`src/rtl/wb_arbiter.sv`:
```
// wb_arbiter: per-source result FIFOs arbitrated onto NUM_WP registered register-file write ports.
// Build option: define WB_RR_ARB_EN for round-robin arbitration; otherwise fixed priority, lowest index first.
module wb_arbiter #(
    parameter int N_SRC      = 3,
    parameter int NUM_WP     = 1,
    parameter int FIFO_DEPTH = 2,
    parameter int XLEN       = 32
) (
    input  logic                   clk_i,
    input  logic                   rst_ni,
    input  logic                   flush_i,
    input  logic [N_SRC-1:0]       src_valid_i,
    output logic [N_SRC-1:0]       src_ready_o,
    input  logic [N_SRC-1:0]       src_we_i,
    input  logic [N_SRC*5-1:0]     src_rd_i,
    input  logic [N_SRC*XLEN-1:0]  src_data_i,
    output logic [NUM_WP-1:0]      wb_en_o,
    output logic [NUM_WP*5-1:0]    wb_addr_o,
    output logic [NUM_WP*XLEN-1:0] wb_data_o,
    output logic [NUM_WP-1:0]      wb_valid_o,
    output logic                   idle_o
);
    localparam int AW = $clog2(FIFO_DEPTH);
    localparam int EW = 1 + 5 + XLEN;
    localparam int SW = (N_SRC > 1) ? $clog2(N_SRC) : 1;

    logic [EW-1:0]     mem_q    [N_SRC][FIFO_DEPTH];
    logic [AW:0]       wr_ptr_q [N_SRC];
    logic [AW:0]       rd_ptr_q [N_SRC];
    logic [AW:0]       cnt_q    [N_SRC];
    logic [N_SRC-1:0]  empty, full, push, pop;
    logic [N_SRC-1:0]  head_we;
    logic [4:0]        head_rd   [N_SRC];
    logic [XLEN-1:0]   head_data [N_SRC];

    logic [NUM_WP-1:0] cand_vld, issue;
    logic [SW-1:0]     cand_idx [NUM_WP];
    logic [SW-1:0]     search_base;
    logic [SW:0]       scan;
    logic [SW-1:0]     idx;

    logic [NUM_WP-1:0]      wb_valid_q, wb_en_q;
    logic [NUM_WP*5-1:0]    wb_addr_q;
    logic [NUM_WP*XLEN-1:0] wb_data_q;

    always_comb begin
        for (int s = 0; s < N_SRC; s++) begin
            empty[s] = (cnt_q[s] == '0);
            full[s]  = (cnt_q[s] == (AW+1)'(FIFO_DEPTH));
            {head_we[s], head_rd[s], head_data[s]} = mem_q[s][rd_ptr_q[s][AW-1:0]];
        end
    end

    // Ready looks only at registered occupancy, so a full FIFO stays closed even while it is popped.
    assign src_ready_o = ~full & {N_SRC{~flush_i}};
    assign push        = src_valid_i & src_ready_o;

    // NOTE: every variable written here gets a default first, so no path can infer a latch.
    always_comb begin
        cand_vld = '0;
        for (int w = 0; w < NUM_WP; w++) cand_idx[w] = '0;
        scan = '0;
        idx  = '0;
        for (int k = 0; k < N_SRC; k++) begin
            scan = {1'b0, search_base} + (SW+1)'(k);
            if (scan >= (SW+1)'(N_SRC)) scan = scan - (SW+1)'(N_SRC);
            idx = scan[SW-1:0];
            if (!empty[idx]) begin
                if (!cand_vld[0]) begin
                    cand_vld[0] = 1'b1;
                    cand_idx[0] = idx;
                end else if (NUM_WP > 1 && !cand_vld[NUM_WP-1]) begin
                    cand_vld[NUM_WP-1] = 1'b1;
                    cand_idx[NUM_WP-1] = idx;
                end
            end
        end
        issue = flush_i ? '0 : cand_vld;
        // Two writes to the same architectural register in one cycle: the second waits, unreplaced.
        if (NUM_WP > 1 && cand_vld[NUM_WP-1] &&
            head_we[cand_idx[0]] && head_we[cand_idx[NUM_WP-1]] &&
            head_rd[cand_idx[0]] != 5'd0 &&
            head_rd[cand_idx[0]] == head_rd[cand_idx[NUM_WP-1]])
            issue[NUM_WP-1] = 1'b0;
    end

    always_comb begin
        pop = '0;
        for (int w = 0; w < NUM_WP; w++)
            for (int s = 0; s < N_SRC; s++)
                if (issue[w] && cand_idx[w] == SW'(s)) pop[s] = 1'b1;
    end

    // NOTE: entry storage is not reset; the occupancy counters alone define which entries are live.
    always_ff @(posedge clk_i) begin
        for (int s = 0; s < N_SRC; s++)
            if (push[s])
                mem_q[s][wr_ptr_q[s][AW-1:0]] <= {src_we_i[s], src_rd_i[s*5 +: 5], src_data_i[s*XLEN +: XLEN]};
    end

    always_ff @(posedge clk_i or negedge rst_ni) begin
        if (!rst_ni) begin
            for (int s = 0; s < N_SRC; s++) begin
                wr_ptr_q[s] <= '0;
                rd_ptr_q[s] <= '0;
                cnt_q[s]    <= '0;
            end
        end else begin
            for (int s = 0; s < N_SRC; s++) begin
                if (flush_i) begin
                    wr_ptr_q[s] <= '0;
                    rd_ptr_q[s] <= '0;
                    cnt_q[s]    <= '0;
                end else begin
                    if (push[s]) wr_ptr_q[s] <= wr_ptr_q[s] + 1'b1;
                    if (pop[s])  rd_ptr_q[s] <= rd_ptr_q[s] + 1'b1;
                    if (push[s] && !pop[s])      cnt_q[s] <= cnt_q[s] + 1'b1;
                    else if (!push[s] && pop[s]) cnt_q[s] <= cnt_q[s] - 1'b1;
                end
            end
        end
    end

    always_ff @(posedge clk_i or negedge rst_ni) begin
        if (!rst_ni) begin
            wb_valid_q <= '0;
            wb_en_q    <= '0;
            wb_addr_q  <= '0;
            wb_data_q  <= '0;
        end else begin
            for (int w = 0; w < NUM_WP; w++) begin
                if (issue[w]) begin
                    wb_valid_q[w]              <= 1'b1;
                    wb_en_q[w]                 <= head_we[cand_idx[w]] && (head_rd[cand_idx[w]] != 5'd0);
                    wb_addr_q[w*5 +: 5]        <= head_rd[cand_idx[w]];
                    wb_data_q[w*XLEN +: XLEN]  <= head_data[cand_idx[w]];
                end else begin
                    wb_valid_q[w] <= 1'b0;
                    wb_en_q[w]    <= 1'b0;
                end
            end
        end
    end

`ifdef WB_RR_ARB_EN
    logic [SW-1:0] rr_ptr_q;
    logic [SW-1:0] rr_last;

    assign search_base = rr_ptr_q;
    assign rr_last     = issue[NUM_WP-1] ? cand_idx[NUM_WP-1] : cand_idx[0];

    always_ff @(posedge clk_i or negedge rst_ni) begin
        if (!rst_ni)     rr_ptr_q <= '0;
        else if (|issue) rr_ptr_q <= (rr_last == SW'(N_SRC-1)) ? '0 : rr_last + 1'b1;
    end
`else
    assign search_base = '0;
`endif

    assign wb_valid_o = wb_valid_q;
    assign wb_en_o    = wb_en_q;
    assign wb_addr_o  = wb_addr_q;
    assign wb_data_o  = wb_data_q;
    assign idle_o     = (&empty) && !(|wb_valid_q);

endmodule

```
`config.mk`:
```
export PLATFORM = sky130hd
export DESIGN_NAME = wb_arbiter
export DESIGN_NICKNAME = d
export VERILOG_FILES = /design/src/rtl/wb_arbiter.sv
export SDC_FILE = /design/constraint.sdc
export NUM_CORES = 1
export LEC_CHECK = 0
export BUFFER_PORTS_ARGS = -buffer_cell sky130_fd_sc_hd__buf_2
export CAP_MARGIN = 30
export CORE_ASPECT_RATIO = 0.8
export CORE_MARGIN = 2
export CORE_UTILIZATION = 51
export DETAILED_ROUTE_END_ITERATION = 16
export GPL_ROUTABILITY_DRIVEN = 0
export HOLD_SLACK_MARGIN = 0.1
export PLACE_DENSITY = 0.81
export SYNTH_ARGS = -nofsm -noshare
export SYNTH_HDL_FRONTEND = slang
export SYNTH_SLANG_ARGS = --single-unit
```
`constraint.sdc`:
```
create_clock -name clk_i -period 3 [get_ports clk_i]
set_clock_uncertainty 0.1 [all_clocks]
set_input_delay 0.6 -clock clk_i [delete_from_list [all_inputs] [get_ports clk_i]]
set_output_delay 0.6 -clock clk_i [all_outputs]
set_load 0.02 [all_outputs]
```
; ---- After elaboration in Yosys (flattened, before gate mapping)
; Memory sizes are Yosys's and may differ from the RTL's.
; Index checks and enable logic that the tools add are counted.
[op_classes]
mux = 63
add_sub_neg = 12
n_lt_le_gt_ge = 11
n_eq_ne = 5
reduce_logical = 36
bitwise = 11
[op_table]
columns = cell, n
row1 = 2-to-1 mux 38 bit, 12
row2 = 2-to-1 mux 76 bit, 3
row3 = demux 38 bit (select 1 bit), 3
row4 = binary-select mux 32 bit (select 2 bit), 1
row5 = 2-to-1 mux 32 bit, 2
row6 = 2-to-1 mux 2 bit, 24
row7 = "adder 2 x 1 -> 2 bit, second input constant", 9
row8 = logical AND 1 bit, 14
row9 = 2-to-1 mux 1 bit, 14
row10 = ">= comparator 2 bit, second input constant", 6
row11 = inverter 1 -> 2 bit, 6
row12 = nonzero test 2 bit, 6
row13 = binary-select mux 5 bit (select 2 bit), 1
row14 = 2-to-1 mux 5 bit, 2
row15 = nonzero test 3 bit, 3
row16 = "equality test 2 bit, second input constant", 4
row17 = logical NOT 2 bit, 4
row18 = logical NOT 1 bit, 7
row19 = bitwise AND 3 bit, 2
row20 = "less-than comparator 2 x 1 -> 1 bit, second input constant", 3
row21 = "subtractor 2 x 1 -> 2 bit, second input constant", 3
row22 = nonzero test 5 bit, 1
row23 = ">= comparator 3 bit, second input constant", 1
row24 = "less-than comparator 2 x 3 -> 1 bit, second input constant", 1
row25 = 6 further kinds, 6
[totals]
register_bits = 57
elab_cells = 152
ram_bits = 228
memories = 1
[mem_list]
columns = name, depth, width, read_ports, rd_ports_with_merged_regs, write_ports, line_no
row1 = mem_q, 3, 76, 3, 0, 3, 27  ; logic [EW-1:0] mem_q [N_SRC][FIFO_DEPTH];

; ---- Longest topological paths before layout
; Gate-level depths: netlist (run 1).
[logic_depth]
word_depth = 12
mapped_depth = 8
mapped_depth_nobuf = 5

; ---- Worst setup path before layout (run 1)
; Ideal clock, no wire load.
[synth_path]
path_kind = input-to-reg
startpoint = input port flush_i
endpoint = memory mem_q[0][114] (netlist name), enable pin
required_time_ns = 2.467
setup_ns = 0.433
arrival_time_ns = 3.041
stages = 4
slack_ns = -0.574
path_cell_list = clkbuf_1 > a21oi_1 > nand2_1 > nor2_1
[synth_lines]
columns = item, line_no
row1 = from (decl), 11  ; input logic flush_i,
row2 = to (decl), 27

; ---- Worst setup path after layout (run 1)
[layout_path]
startpoint = register cnt_q[3] (netlist name)
endpoint = output port idle_o
[layout_via]
elab_chain_len = 3
[layout_rtl]
columns = item, line_no
row1 = from (decl), 30  ; logic [AW:0] cnt_q [N_SRC];
row2 = "from (signal, indexed assignment)", 117  ; if (push[s] && !pop[s]) cnt_q[s] <= cnt_q[s] + 1'b1;
row3 = "from (signal, indexed assignment)", 118  ; else if (!push[s] && pop[s]) cnt_q[s] <= cnt_q[s] - 1'b1;
row4 = logical NOT 2 bit, 48  ; empty[s] = (cnt_q[s] == '0);
row5 = AND reduction 3 bit, 164  ; assign idle_o = (&empty) && !(|wb_valid_q);
row6 = logical AND 1 bit, 164
row7 = to (decl), 21  ; output logic idle_o
; No other way between the ends.

==> results.yml, run 1 <==
outcome:
  outcome: "completed"
clock_network:
  clock_latency_ps: 530
  cts_hold_buf: 0
  cts_buffer_depth: 3
  cts_made_buffers: 27
  cts_root_buffer: "clkbuf_16"
  cts_tree: "built"
  cts_num_sinks: 279
  cts_resized: 0
  post_cts_buffers: 0
  clk_pin_slew_ps: 60
  htreeDepth: 1
synthesis:
  synth_top_cell_area_share_pct: 63.25
  synth_edf_count: 228
  synth.largest_area_cell: "edfxtp_1"
  ys_top_cells_by_area: "edfxtp_1 63%, dfrtp_1 12%, mux2i_1 9.9%"
  netlist_instances: 674
  ys_seq_elements: 279
  yosys_warnings: 0
  seq_area_frac_synth_pct: 75.04
  syn_area_per_cell_um2: 16.06
  synthFlopType: "edfxtp_1"
  synth_nets: 794
  ys_async_sr_fraction_pct: 18.28
  synth_area_um2: 10820
  ys_types: 35
critical_path:
  slowest_delay_ps: 520
  setup.worst_path.start_class: "flip-flop"
  worstSetupEndpointType: "output port"
  critPathSlowestCell: "nor4_4"
  critPathMaxFanout: 8
  rr_startpoint: "cnt_q[3]$_DFFE_PN0P_"
  worst_r2r_path_depth: 5
  r2r_slack_ps: 730
  r2r_end: "wb_addr_o[1]$_DFFE_PN0P_"
  crit_type: "flip-flop to output port"
  worst_ep_required_time_ps: 2300
  crit_arrival_ps: 2010
  cp_cell_sequence: "nor4_4 > nand2_1 > nor2_1 > buf_2"
global_route:
  grt_overflow: 0
  grt_max_degree: 56
  busiest_layer: "met2"
  grt_pass1_vias: 6494
  grtUsageMet1_pct: 29.36
  gr-usage-met3_pct: 3.541
  grt_first_pass_wirelength_mm: 35.97
  grt_use_met2_pct: 33.72
  antenna_found_initial: 5
  grtUsageTotal_pct: 21.09
timing:
  rsz0062_at_grt: "no"
  final_hold_viol_count: 0
  slew_violations: 0
  fmax_mhz: 369.5
  slew-limit-headroom_pct: 38.87
  min_period_ps: 2706
  setup_violations: 0
  setup-tns-final_ps: 0
  worst_pin_slew_ps: 916.9
  setup_slack_ps: 294.0
  fin_crit_sh_pct: 90.20
power:
  ir_drop_mv: 0.4292
  powerDensity_nw_per_um2: 825.2
  leakagePower_nw: 4.733
cells_and_area:
  final_cell_mix: "228 x edfxtp_1, 162 x buf_2, 107 x mux2i_1, 48 x dfrtp_1, 38 x a21oi_1"
  drive_above_1_share_pct: 27.60
  layout_commonest_cell: "edfxtp_1"
  nNetsFinal: 965
  area_delta_synth_final_pct: 19.75
placed_design:
  portBuffers: 162
  dpl.hpwl_mm: 15.81
  place_ws_ps: 660.7
min_path:
  min_path_type: "primary input to asynchronous set/reset pin"
route:
  drtPass1Iterations: 5
  ant_nets: 0
  viasPerCell: 5.593
  finalWirelength_mm: 23.55
  route.detailed.drc: 0
  drt-initial-drc-count: 658
  wire_per_inst_um: 20.67
  dr_total_vias: 6370
floorplanning:
  fp.dieW_um: 166.9
  core_um2: 20760
  start_util_pct: 52.14
  num_io_pins: 163
  chipHeight_um: 134.3
  rows: 47
  die_area_um2: 22410
job:
  cap_viol_max_count: 0
==> worst max-delay path, delay by kind of cell (launching register included) <==
| kind | cells | cell delay [ps] |
|---|---|---|
| simple gates | 3 | 830 |
| flops | 1 | 470 |
| buf+inv | 1 | 170 |
==> report_power, final <==
group	switching (mW)	total [mW]	internal (mW)
Combinational	1.44	2.41	0.973
Sequential	0.344	4.96	4.61
Clock	1.36	3.33	1.96
Total	3.15	10.7	7.55
==> how the worst max path moves through the flow <==
stage / slack, ps / endpoint / from
finish: 290 / idle_o / cnt_q[3]$_DFFE_PN0P_
global route: 180 / idle_o / cnt_q[3]$_DFFE_PN0P_
CTS: 260 / idle_o / cnt_q[3]$_DFFE_PN0P_
detailed placement: 660 / wb_addr_o[2]$_DFFE_PN0P_ / flush_i
global placement: 770 / wb_addr_o[2]$_DFFE_PN0P_ / flush_i
floorplan: 50 / mem_q[0][114]$_DFFE_PP_ / flush_i
==> registers in the layout (all words and copies together) (netlist names) <==
name / count
cnt_q: 6
mem_q: 228
rd_ptr_q: 3
wb_addr_o: 5
wb_data_o: 32
wb_en_o: 1
wb_valid_o: 1
wr_ptr_q: 3
==> kinds of logic (layout without fill, tap and decap cells) <==
kind of cell | after synthesis | in the layout | share of synthesized area, %
AO/OA/AOI/OAI | 111 | 111 | 6.901
XOR/XNOR | 7 | 7 | 0.5664
buffers and inverters | 45 | 237 | 1.907
flip-flops | 279 | 279 | 75.04
multiplexers | 107 | 107 | 9.895
other | 0 | 4 | 0
AND/OR/NAND/NOR | 125 | 125 | 5.687
==> synth_stat cells, types with 2 or more instances <==
master    instances
a21oi_1          38
xor2_1            2
a31oi_1           4
a211oi_1         22
and3_1            3
buf_2            23
nand3_1           4
nor2_1           36
o21ai_1          11
xnor2_1           5
inv_1             3
nor2b_1          23
a221o_1          21
edfxtp_1        228
nand2_1          25
nor3_1           26
dfrtp_1          51
clkbuf_1         15
buf_4             2
o21ai_0          11
mux2i_1         107
==> per-layer routing <==
metal / vias to the layer above / wire length (µm) / share of wire [%]
li1: 2944 / - / -
met3: 50 / 1701 / 7.2
met5: - / 16 / 0.068
met1: 3104 / 10190 / 43
met2: 270 / 10870 / 46
met4: 2 / 773 / 3.3
==> per-stage QoR <==
stage	total power [mW]	utilization (%)	hold WS (ps)	std cells	instance area, µm²
finish	10.70	62.44	102.8	1139	12960
global route	11.11	62.43	143.1	1138	12960
CTS	10.75	62.40	134.3	1135	12950
detailed placement	7.433	58.15	370.5	1085	12070
global placement	7.359	58.15	362.0	1085	12070
floorplan	6.541	-	204.4	674	10830
==> layout make-up <==
type / count / area [µm²]
antenna: 4 / 10.01
clock buffer: 42 / 782.0
clock inverter: 8 / 98.84
fill: 1483 / 7796
inverter: 3 / 11.26
multi-input combinational: 350 / 2534
sequential: 279 / 8127
tap: 269 / 336.6
timing repair buffer: 184 / 1064
No activity file was read; power rests on OpenSTA's default activity.
==> run 2, diff against run 1 <==
- CORE_UTILIZATION: 51 -> 61
- PLACE_DENSITY: 0.81 -> 0.9
- clock period: 3 -> 3.5 ns (I/O delays scaled with it)
==> results.yml, run 2 (synthesis gave the netlist of run 1 again) <==
timing:
  fmax_mhz: 350.8
  setup-tns-final_ps: 0
  slew_violations: 0
  min_period_ps: 2850
  slew-limit-headroom_pct: 27.91
  rsz0062_at_grt: "no"
  worst_pin_slew_ps: 1080
  hold_ws_ps: 255.4
  setup_violations: 0
  final_hold_viol_count: 0
  fin_crit_sh_pct: 81.44
placed_design:
  dpl.hpwl_mm: 16.75
  portBuffers: 162
  dp_cells: 1037
  placed_cell_area_um2: 11920
global_route:
  antenna_found_initial: 1
  grt_max_degree: 41
  grt_overflow: 0
  grt_first_pass_wirelength_mm: 40.87
  grt_pass1_vias: 7026
  grtUsageTotal_pct: 28.99
clock_network:
  cts_made_buffers: 26
  cts_root_buffer: "clkbuf_16"
  cts_tree: "built"
  cts_hold_buf: 0
  htreeDepth: 1
  clk_pin_slew_ps: 70
  clock_latency_ps: 530
  cts_buffer_depth: 3
  cts_num_sinks: 279
  post_cts_buffers: 0
  cts_resized: 0
route:
  route.detailed.drc: 0
  finalWirelength_mm: 27.26
  maxUsedRoutingLayer: "met4"
  viasPerCell: 6.333
  wl_met3_mm: 2.844
  wire_per_inst_um: 25.05
  ant_nets: 0
  wl_met1_mm: 10.81
  drt-initial-drc-count: 761
  dr_wl_met2_mm: 12.58
  drtPass1Iterations: 6
  dr_total_vias: 6890
critical_path:
  crit_type: "flip-flop to output port"
  critPathLaunch: "cnt_q[3]$_DFFE_PN0P_"
  crit_arrival_ps: 2050
  setup.worst_path.start_class: "flip-flop"
  worstSetupEndpointType: "output port"
  rr_startpoint: "cnt_q[3]$_DFFE_PN0P_"
  critPathMaxFanout: 8
  worst_ep_required_time_ps: 2700
cells_and_area:
  largest_reg_flops: 228
  finish.utilization_pct: 73.45
  area_delta_synth_final_pct: 17.93
  post-route-cell-area_um2: 12760
  drive_above_1_share_pct: 27.49
  nNetsFinal: 962
  final_cells: 1088
  layout_commonest_cell: "edfxtp_1"
  final_cell_mix: "228 x edfxtp_1, 162 x buf_2, 107 x mux2i_1, 48 x dfrtp_1, 38 x a21oi_1"
  fill_cells: 965
floorplanning:
  core_um2: 17380
  die_area_um2: 18830
  rows: 43
  num_io_pins: 163
  fp.dieW_um: 152.9
  chipHeight_um: 123.1
  start_util_pct: 62.29
outcome:
  outcome: "completed"
power:
  leakagePower_nw: 4.682
  ir_drop_mv: 0.3696
  powerDensity_nw_per_um2: 710.3
min_path:
  min_path_type: "primary input to flip-flop"
  holdCritStartpoint: "src_rd_i[1]"
job:
  cap_viol_max_count: 0
## run 2: cell types whose count changed in the layout (fill, tap and decap cells not counted)
| cell | change |
|---|---|
| buf_12 | -4 |
| buf_4 | +1 |
| bufinv_16 | -2 |
| clkbuf_1 | -3 |
| clkbuf_8 | -2 |
| clkinv_2 | +5 |
| clkinv_4 | -1 |
| clkinvlp_4 | +1 |
| diode_2 | -3 |
| dlygate4sd3_1 | +1 |
| inv_6 | -1 |
| inv_8 | +1 |
## run 2: path summary, 6_finish.rpt
path                                             end  slack [ps]  cells past startpoint
min                           mem_q[0][71]$_DFFE_PP_         260                      1
min reg2reg                wb_data_o[17]$_DFFE_PN0P_         390                      2
min in group asynchronous  wb_data_o[18]$_DFFE_PN0P_         430                      2
max                                           idle_o         650                      4
max in group asynchronous   wb_data_o[2]$_DFFE_PN0P_        2180                      4
max reg2reg                 wb_data_o[2]$_DFFE_PN0P_         870                      6
## run 2: per-layer routing
layer	GRT usage (%)	vias up
met2	44.51	489
met4	12.09	0
li1	-	2909
met1	40.71	3403
met3	7.150	89
met5	0	-
## run 2: worst max-delay path: stages (launching register included)
cell	delay, ps
dfrtp_1	490
nor4_4	540
nand2_1	190
nor2_1	110
buf_2	180
## run 2: layout make-up
| type | instances | area, µm² | share of cell area, % |
|---|---|---|---|
| antenna | 1 | 2.502 | 0.01960 |
| inverter | 3 | 11.26 | 0.08822 |
| sequential | 279 | 8127 | 63.66 |
| clock inverter | 11 | 65.06 | 0.5097 |
| timing repair buffer | 182 | 1001 | 7.842 |
| clock buffer | 37 | 743.2 | 5.822 |
| multi-input combinational | 350 | 2534 | 19.85 |
| tap | 225 | 281.5 | 2.205 |
## run 2: power breakdown
part	switching [mW]	internal (mW)
Clock	1.20	1.49
Sequential	0.343	3.95
Combinational	1.29	0.801
## run 2: per-stage QoR
step                      power, mW  worst slack (ps)
after detailed placement      6.326             875.3
after floorplan               5.606             2.923
after global placement        6.234             974.5
after global routing          9.346             567.7
after CTS                     9.032             672.3
final                         9.067             649.8
==> run 3, diff against run 2 <==
- CORE_UTILIZATION: 61 -> 57
- PLACE_DENSITY: 0.9 -> 0.85
- clock period: 3.5 -> 3 ns (I/O delays scaled with it)
==> results.yml, run 3 (synthesis gave the netlist of run 1 again) <==
timing:
  slew_violations: 0
  setup_violations: 0
  fmax_mhz: 364.6
  min_period_ps: 2743
  setup-tns-final_ps: 0
  rsz0062_at_grt: "no"
  worst_pin_slew_ps: 879.1
  slew-limit-headroom_pct: 41.39
  fin_crit_sh_pct: 91.42
  final_hold_viol_count: 0
placed_design:
  dpl.hpwl_mm: 15.40
  portBuffers: 162
  placed_cell_area_um2: 12040
critical_path:
  worstSetupEndpointType: "output port"
  setup.worst_path.start_class: "flip-flop"
  r2r_end: "wb_data_o[31]$_DFFE_PN0P_"
  rr_startpoint: "rd_ptr_q[4]$_DFFE_PN0P_"
  r2r_slack_ps: 680
  crit_type: "flip-flop to output port"
  worst_ep_required_time_ps: 2300
  crit_arrival_ps: 2040
  critPathLaunch: "cnt_q[3]$_DFFE_PN0P_"
  critPathMaxFanout: 8
  worst_r2r_path_depth: 6
global_route:
  grt_first_pass_wirelength_mm: 34.68
  grtUsageTotal_pct: 22.99
  antenna_found_initial: 2
  grt_pass1_vias: 6399
  grt_overflow: 0
  grt_max_degree: 52
floorplanning:
  core_um2: 18810
  start_util_pct: 57.56
  rows: 45
  num_io_pins: 163
  chipHeight_um: 127.3
  fp.dieW_um: 158.1
  die_area_um2: 20120
clock_network:
  clk_pin_slew_ps: 70
  cts_made_buffers: 27
  cts_buffer_depth: 3
  clock_latency_ps: 530
  cts_num_sinks: 279
  cts_root_buffer: "clkbuf_16"
  cts_tree: "built"
  htreeDepth: 1
  post_cts_buffers: 0
power:
  ir_drop_mv: 0.5049
  combPwrFrac_pct: 23.0
  p_switching_mw: 3.113
  pwr-share-seq_pct: 46.8
  swShare_pct: 29.71
  internal-power_mw: 7.366
  powerDensity_nw_per_um2: 812.2
  clkPwrFrac_pct: 30.2
  leakagePower_nw: 4.707
min_path:
  holdPathEnd: "mem_q[0][134]$_DFFE_PP_"
  holdPathStages: 1
  min_path_type: "primary input to flip-flop"
  holdCritStartpoint: "src_data_i[52]"
cells_and_area:
  post-route-cell-area_um2: 12900
  final_cell_mix: "228 x edfxtp_1, 162 x buf_2, 107 x mux2i_1, 48 x dfrtp_1, 38 x a21oi_1"
  layout_commonest_cell: "edfxtp_1"
  largest_reg_flops: 228
  area_delta_synth_final_pct: 19.19
  nNetsFinal: 964
  drive_above_1_share_pct: 27.75
route:
  ant_nets: 0
  viasPerCell: 5.648
  wire_per_inst_um: 20.38
  drt-initial-drc-count: 508
  dr_total_vias: 6360
  finalWirelength_mm: 22.95
  drtPass1Iterations: 5
  route.detailed.drc: 0
job:
  cap_viol_max_count: 0
outcome:
  outcome: "completed"
==> run 3: changes by cell type in the layout (fill, tap and decap cells not counted) <==
cell,previous run,this run
diode_2,1,3
clkbuf_8,3,2
bufinv_16,0,1
inv_8,1,0
clkinvlp_4,1,3
buf_12,3,7
buf_6,0,1
clkbuf_1,7,6
buf_4,16,12
inv_6,0,1
clkinv_1,2,3
==> run 3: power by group through the flow <==
stage          Combinational [mW]  Clock [mW]  Sequential [mW]
2_1_floorplan                1.37           0             5.17
3_3_place_gp                 2.33           0             4.97
5_1_grt                      2.60        3.38             4.94
4_1_cts                      2.41        3.21             4.90
3_5_place_dp                 2.41           0             4.98
6_report                     2.41        3.16             4.90
==> run 3: worst max-delay path, cell delays in order, from the launching register on <==
cell,delay (ps)
dfrtp_1,480
nor4_4,510
nand2_1,170
nor2_1,170
buf_2,190
==> run 3: layout make-up <==
cell class | count | area (µm²)
clock buffers | 35 | 725.7
flip-flops and latches | 279 | 8127
multi-input cells | 350 | 2534
diodes | 3 | 7.507
fillers | 1294 | 5904
well taps | 258 | 322.8
inverters | 3 | 11.26
clock inverters | 15 | 111.4
repair buffers | 183 | 1062
==> run 3: worst max path at each step <==
stage                                         end  slack (ps)
final                                      idle_o         260
after global routing                       idle_o         180
after CTS                                  idle_o         230
after detailed placement   mem_q[0][93]$_DFFE_PP_         660
after global placement    mem_q[0][220]$_DFFE_PP_         750
after floorplan           mem_q[0][114]$_DFFE_PP_          50
==> run 3: metal layers <==
layer | wire [µm] | vias up | GRT usage (%)
li1 | - | 2939 | -
met1 | 9449 | 3142 | 31.49
met4 | 587 | 0 | 7.790
met3 | 1536 | 44 | 3.324
met5 | 0 | - | 0
met2 | 11380 | 235 | 38.49
==> run 3: through the flow <==
stage	util [%]	total power, mW	std cells	hold slack, ps	setup WS [ps]
2_1_floorplan	-	6.541	674	204.4	49.49
3_3_place_gp	64.00	7.301	1071	356.9	751.2
3_5_place_dp	64.00	7.387	1071	369.7	664.1
6_report	68.60	10.48	1126	153.8	257.3
5_1_grt	68.60	10.91	1126	137.6	179.2
4_1_cts	68.50	10.52	1122	132.8	227.9
==> run 3: timing repair <==
| action | 4_1_cts | 5_1_grt |
|---|---|---|
| hold buffers | 1 | 0 |
| resized for setup | 0 | 0 |
| hold endpoints to repair | 22 | 0 |
